**src/rtl/hazard_pkg.sv**
```systemverilog
// Shared definitions for the pipeline hazard sequencer: FSM state encoding
// and the default divider latency.
package hazard_pkg;

  localparam int DIV_LATENCY_DEFAULT = 32;

  typedef enum logic [1:0] {
    RUN      = 2'd0,
    DIV_WAIT = 2'd1,
    DIV_DONE = 2'd2
  } hz_state_e;

endpackage : hazard_pkg

```
**src/rtl/hazard_sequencer.sv**
```systemverilog
// Pipeline hazard sequencer: redirect flushes, load-use interlock and a
// multi-cycle divide stall, with a combinational output decoder.
module hazard_sequencer
  import hazard_pkg::*;
#(
  parameter int DIV_LATENCY = DIV_LATENCY_DEFAULT
) (
  input  logic       clk,
  input  logic       rstn,
  input  logic       id_valid,
  input  logic [4:0] id_rs1,
  input  logic [4:0] id_rs2,
  input  logic       ex_valid,
  input  logic [4:0] ex_rd,
  input  logic       ex_mem_read,
  input  logic       ex_div_start,
  input  logic       ex_redirect,
  output logic       stall_pc,
  output logic       stall_if_id,
  output logic       stall_id_ex,
  output logic       flush_if_id,
  output logic       flush_id_ex,
  output logic       flush_ex_mem,
  output logic       div_busy,
  output logic       div_done,
  output logic [1:0] state
);

  localparam int              CNT_W    = $clog2(DIV_LATENCY + 1);
  localparam logic [CNT_W-1:0] CNT_LOAD = CNT_W'(DIV_LATENCY - 1);
  localparam logic [CNT_W-1:0] CNT_ONE  = CNT_W'(1);

  hz_state_e        state_q, state_d;
  logic [CNT_W-1:0] cnt_q, cnt_d;

  logic redirect_hit, div_hit, load_use_hit;
  logic stall_pc_c, stall_if_id_c, stall_id_ex_c;
  logic flush_if_id_c, flush_id_ex_c, flush_ex_mem_c;
  logic div_busy_c, div_done_c;

  assign redirect_hit = ex_valid & ex_redirect;
  assign div_hit      = ex_valid & ex_div_start;
  assign load_use_hit = ex_valid & ex_mem_read & id_valid & (ex_rd != 5'd0) &
                        ((ex_rd == id_rs1) | (ex_rd == id_rs2));

  always_comb begin
    state_d        = state_q;
    cnt_d          = cnt_q;
    stall_pc_c     = 1'b0;
    stall_if_id_c  = 1'b0;
    stall_id_ex_c  = 1'b0;
    flush_if_id_c  = 1'b0;
    flush_id_ex_c  = 1'b0;
    flush_ex_mem_c = 1'b0;
    div_busy_c     = 1'b0;
    div_done_c     = 1'b0;

    case (state_q)
      RUN: begin
        if (redirect_hit) begin
          flush_if_id_c = 1'b1;
          flush_id_ex_c = 1'b1;
        end else if (div_hit) begin
          stall_pc_c     = 1'b1;
          stall_if_id_c  = 1'b1;
          stall_id_ex_c  = 1'b1;
          flush_ex_mem_c = 1'b1;
          div_busy_c     = 1'b1;
          cnt_d          = CNT_LOAD;
          state_d        = DIV_WAIT;
        end else if (load_use_hit) begin
          stall_pc_c    = 1'b1;
          stall_if_id_c = 1'b1;
          flush_id_ex_c = 1'b1;
        end
      end

      DIV_WAIT: begin
        // Everything frozen; the divider owns EX until the count runs out.
        stall_pc_c     = 1'b1;
        stall_if_id_c  = 1'b1;
        stall_id_ex_c  = 1'b1;
        flush_ex_mem_c = 1'b1;
        div_busy_c     = 1'b1;
        if (cnt_q != '0) begin
          cnt_d = cnt_q - 1'b1;
        end
        if (cnt_q <= CNT_ONE) begin
          state_d = DIV_DONE;
        end
      end

      DIV_DONE: begin
        // The finishing divide is still in EX, so its start flag is ignored.
        div_done_c = 1'b1;
        cnt_d      = '0;
        state_d    = RUN;
        if (redirect_hit) begin
          flush_if_id_c = 1'b1;
          flush_id_ex_c = 1'b1;
        end else if (load_use_hit) begin
          stall_pc_c    = 1'b1;
          stall_if_id_c = 1'b1;
          flush_id_ex_c = 1'b1;
        end
      end

      default: begin
        state_d = RUN;
        cnt_d   = '0;
      end
    endcase
  end

  always_ff @(posedge clk or negedge rstn) begin
    if (!rstn) begin
      state_q <= RUN;
      cnt_q   <= '0;
    end else begin
      state_q <= state_d;
      cnt_q   <= cnt_d;
    end
  end

  // Outputs are forced low while reset is held, regardless of live inputs.
  assign stall_pc     = rstn & stall_pc_c;
  assign stall_if_id  = rstn & stall_if_id_c;
  assign stall_id_ex  = rstn & stall_id_ex_c;
  assign flush_if_id  = rstn & flush_if_id_c;
  assign flush_id_ex  = rstn & flush_id_ex_c;
  assign flush_ex_mem = rstn & flush_ex_mem_c;
  assign div_busy     = rstn & div_busy_c;
  assign div_done     = rstn & div_done_c;
  assign state        = state_q;

endmodule : hazard_sequencer

```
**config.mk**
```make
export PLATFORM = sky130hd
export DESIGN_NAME = hazard_sequencer
export DESIGN_NICKNAME = d
export VERILOG_FILES = /design/src/rtl/hazard_pkg.sv /design/src/rtl/hazard_sequencer.sv
export SDC_FILE = /design/constraint.sdc
export NUM_CORES = 1
export LEC_CHECK = 0
export ABC_AREA = 1
export ABC_CLOCK_PERIOD_IN_PS = 1400
export CORE_UTILIZATION = 42
export DETAILED_ROUTE_END_ITERATION = 7
export GPL_ROUTABILITY_DRIVEN = 0
export PLACE_DENSITY = 0.9
export SYNTH_ARGS = -nofsm -noshare
export SYNTH_HDL_FRONTEND = slang
export SYNTH_SLANG_ARGS = --single-unit
```
**constraint.sdc**
```tcl
create_clock -name clk -period 1.4 [get_ports clk]
set_input_delay 0.21 -clock clk [delete_from_list [all_inputs] [get_ports clk]]
set_output_delay 0.21 -clock clk [all_outputs]
set_load 0.03 [all_outputs]
```
After elaboration in Yosys (flattened, before gate mapping)
Cells that the tools add are included.
W data, S select, Z words.
Operators by class
  add/subtract/negate cells: 1
  $lt $le $gt $ge: 1
  eq/ne operators: 8
  mux-type cells: 23
  bitwise gates (word level): 12
  reduce and logical (&&, ||, !) cells: 6
Operators with widths (number)
  $mux W6: 3
  $mux W1: 12
  $pmux W6 S2: 1
  $and A1 B1 Y1: 11
  $eq A5 B5 Y1: 2
  $ne A2 B2 Y1 const B: 4
  $le A6 B1 Y1 const B: 1
  $mux W2: 3
  $reduce_and A3 Y1: 2
  $reduce_bool A6 Y1: 1
  $sub A6 B1 Y6 const B: 1
  $reduce_bool A5 Y1: 1
  $pmux W1 S2: 2
  $pmux W2 S2: 1
  $pmux W1 S3: 1
  $eq A2 B1 Y1 const B: 1
  $eq A2 B2 Y1 const B: 1
  $logic_not A2 Y1: 1
  $reduce_or A2 Y1: 1
  $or A1 B1 Y1: 1
Word-level totals
  register bits: 8
  input port bits: 22
  output and inout port bits: 10
  logic and storage cells: 53

Logic depth before layout (Yosys ltp)
  depth after elaboration: 9
  depth in mapped cells: 9
  depth with buffers taken out: 8

Worst setup path before layout
OpenSTA, ideal clock, no wires.
  path type: reg2out
  start point: reg state_q[0], in the netlist state[0]
  end point: out stall_pc
  data arrival time: 2.039 ns
  setup slack: -0.849 ns
  cell stages (with the launch flop): 8
  path buffers: 1
  cells stage by stage: dfrtp_1 inv_2 nor2_4 inv_2 a21oi_1 inv_1 nand2_1 buf_4
On the way
  longest elaborated chain between the ends: 3
  elaborated cells between the ends (all ways): 5
  classes of those cells: eq/ne (2); mux (1); bitwise (1); reduce/logical (1)
RTL lines
  start: declaration: line hazard_sequencer.sv:33  | hz_state_e state_q, state_d;
  start signal: assignment: line hazard_sequencer.sv:120  | state_q <= state_d;
  $eq A2 B2 Y1, or another cell as far along
  $pmux W1 S3 *
  $and A1 B1 Y1 *
  end: declaration: line hazard_sequencer.sv:18  | output logic stall_pc,
Mark *: on every way between the ends. The rest lies on a longest branch, timed or not.

Final worst setup path
  start point: reg state_q[0], in the netlist state[0]
  end point: out stall_if_id
On the way
  longest elaborated chain between the ends: 3
  elaborated cells between the ends (all ways): 5
  classes of those cells: eq/ne (2); mux (1); bitwise (1); reduce/logical (1)
RTL lines
  $eq A2 B2 Y1, or another cell as far along: line hazard_sequencer.sv:58  | case (state_q)
  $pmux W1 S3 *: line hazard_sequencer.sv:58
  $and A1 B1 Y1 *: line hazard_sequencer.sv:127  | assign stall_if_id = rstn & stall_if_id_c;
  end: declaration: line hazard_sequencer.sv:19  | output logic stall_if_id,
Marks and branches as above.

==> impl_metrics.env <==
export IMPL_maxCapViolations=0
export IMPL_overflow=0
export IMPL_clock_path_buffers=2
export IMPL_start_kind="flip-flop"
export IMPL_hp_class="in -> async"
export IMPL_powerDensity_mw_per_mm2=1680
export IMPL_viasPerCell=5.29
export IMPL_drt_initial_drc_count=65
export IMPL_worst_slew_pin_slew_ns=0.301
export IMPL_synth_cells=132
export IMPL_dr_pass1_iters=4
export IMPL_synth_area_per_cell_um2=5.92
export IMPL_nets=211
export IMPL_crit_path_top_delay_cell="dfrtp_2"
export IMPL_yosysUniqueCellTypes=19
export IMPL_start_util_pct=45.3
export IMPL_crit_type="reg -> out"
export IMPL_vdd_drop_max_mv=1.35
export IMPL_final_antenna_net_count=0
export IMPL_critPathCaptureType="output port"
export IMPL_max_stage_delay_ns=0.46
export IMPL_htreeDepth=1
export IMPL_area_growth_synth_to_final_pct=76.8
export IMPL_yosysSeqAreaShare_pct=25.6
export IMPL_die_w_um=45.2
export IMPL_r2r_start="cnt_q[0]"
export IMPL_path_clk_slew_ns=0.07
export IMPL_grt_pass1_vias=1013
export IMPL_worst_r2r_endpoint="cnt_q[3]"
export IMPL_power_mw=2.32
export IMPL_cts_tree="yes"
export IMPL_arrival_ns=1.50
export IMPL_vias=1111
export IMPL_placed_area_mm2=0.00121
export IMPL_seq_area_um2=203
export IMPL_wl_per_cell_um=15.3
export IMPL_fp_coreArea_mm2=0.00173
export IMPL_io_pins=32
export IMPL_slew_limit_headroom_pct=80.0
export IMPL_rows=15
export IMPL_fin_ws_ns=-0.312
export IMPL_diodes=0
export IMPL_ff2ff_path_depth=7
export IMPL_synth_seq_cells=8
export IMPL_wl_um=3210
export IMPL_setup_violations=14
export IMPL_clock_sinks=8
export IMPL_grt_pass1_wl_um=4090
export IMPL_cp_cell_sequence="nor2_4 -> nand3_4 -> a21oi_4 -> inv_2 -> nand2_4 -> buf_6"
export IMPL_finClkSkew_ns=0.0195
export IMPL_fmax_mhz=584
export IMPL_path_buf_inv=2
export IMPL_grt_max_degree=9
export IMPL_crit_family="flip-flops"
export IMPL_clk_latency_ns=0.27
export IMPL_synth_top_area_cell="dfrtp_1"
export IMPL_port_buffers=31
export IMPL_status="finished with violations"
export IMPL_synth_area_top_cells="dfrtp_1, nand2_1, inv_1, nor2_1, nand3_1"
export IMPL_cp_required_ns=1.19
export IMPL_cts_inserted_buffers=3
export IMPL_antenna_found_initial=0
export IMPL_yosys_warnings=0
export IMPL_drc=0
export IMPL_fill_cells=109
export IMPL_violations="negative setup slack"
export IMPL_die_y_um=45.2
export IMPL_final_area_mm2=0.00138
export IMPL_dieArea_mm2=0.00204
export IMPL_power_leakage_nw=0.768
export IMPL_reg2reg_slack_ns=-0.02
export IMPL_yosysTopAreaCellShare_pct=25.6
export IMPL_finalHoldViolCount=0
export IMPL_min_period_over_period_pct=122
export IMPL_syn_num_nets=157
export IMPL_min_period_ns=1.71
export IMPL_rsz0062_at_grt="yes"
export IMPL_dp_hpwl_um=1810
export IMPL_multi_input_area_um2=551
export IMPL_root_buffer="clkbuf_4"
export IMPL_drive_gt1_share_pct=32.4
export IMPL_grt_usage_pct=28.1
export IMPL_syn_area_um2=782
export IMPL_cp_max_fo=5
export IMPL_maxSlewViolCount=0
power breakdown:
group	total, mW	switching (mW)	internal, mW	leakage (nW)
registers	0.446	0.105	0.341	0.0931
logic	1.67	0.948	0.722	0.660
clock network	0.207	0.0968	0.110	0.0150
cells in the final DEF (no fill, tap or decap), types with 3 or more instances in the layout:
master	instances
inv_1	22
buf_4	21
clkdlybuf4s50_1	7
dlygate4sd2_1	15
o21ai_2	5
clkbuf_4	3
nand3_1	6
nand2_1	39
buf_6	8
nor2_1	13
inv_2	4
dfrtp_1	6
ha_1	3
nor2_4	4
worst register-to-register path: stages (launching register included):
cell and delay [ns]:
dfrtp_1 0.40, inv_1 0.08, ha_1 0.16, nand3_1 0.15
o21ai_4 0.27, buf_6 0.15, inv_4 0.03, o21ai_2 0.10
metrics by stage:
stage | hold WS, ns | cells | TNS [ns] | utilization [%] | setup slack [ns]
2_1_floorplan | -0.0856 | 132 | -0.524 | - | -0.201
3_3_place_gp | 0.491 | 198 | -2.73 | 70.4 | -0.330
3_5_place_dp | 0.486 | 198 | -3.20 | 70.4 | -0.345
4_1_cts | 0.260 | 208 | -1.15 | 75.4 | -0.232
5_1_grt | 0.236 | 210 | -2.65 | 80.1 | -0.367
6_report | 0.242 | 210 | -1.86 | 80.1 | -0.312
kinds of logic after synthesis:
family / after synthesis / share of synthesized area [%]
simple gates: 70 / 36.6
buf+inv: 31 / 16.3
compound gates: 18 / 14.4
flops: 8 / 25.6
fa+ha+maj: 3 / 4.80
xor+xnor: 2 / 2.24
state kept, by name (all words and copies together) (netlist names):
signal / flops
cnt_q: 6
state: 2
what timing repair did:
action | CTS | global route
cloned | 0 | 0
setup buffers | 6 | 2
resized for setup | 26 | 22
pin swaps | 9 | 13
hold buffers | 0 | 0
endpoints found under the setup margin | 11 | 14
synthesized netlist by cell type, drive strengths merged:
cell and instances:
nand3 9, o211ai 1, dfrtp 8, buf 3
o21ai 10, xnor2 2, nor2 17, nand2 43
inv 28, nand4 1, ha 3, o21bai 2
a21oi 5
worst max path at each step:
stage	slack, ns	end	from	depth (start not counted)
after floorplan	-0.20	stall_pc	state[0]	6
after global placement	-0.33	stall_pc	ex_rd[0]	10
after detailed placement	-0.34	stall_if_id	ex_rd[4]	10
after CTS	-0.23	stall_if_id	state[0]	7
after global routing	-0.37	stall_if_id	state[0]	6
final	-0.31	stall_if_id	state[0]	6
cell type report:
type | instances | area share [%]
tap | 25 | 2.26
timing repair buffer | 52 | 33.4
inverter | 28 | 7.96
multi-input combinational | 93 | 39.8
clock buffer | 4 | 1.90
sequential | 8 | 14.7
routing by layer:
metal | GRT usage [%] | share of wire, %
met1 | 27.5 | 36
met3 | 8.00 | 8.1
met2 | 53.6 | 52
met4 | 12.7 | 3.7
met5 | 0 | 0
Power figures use the tool's default switching activity.
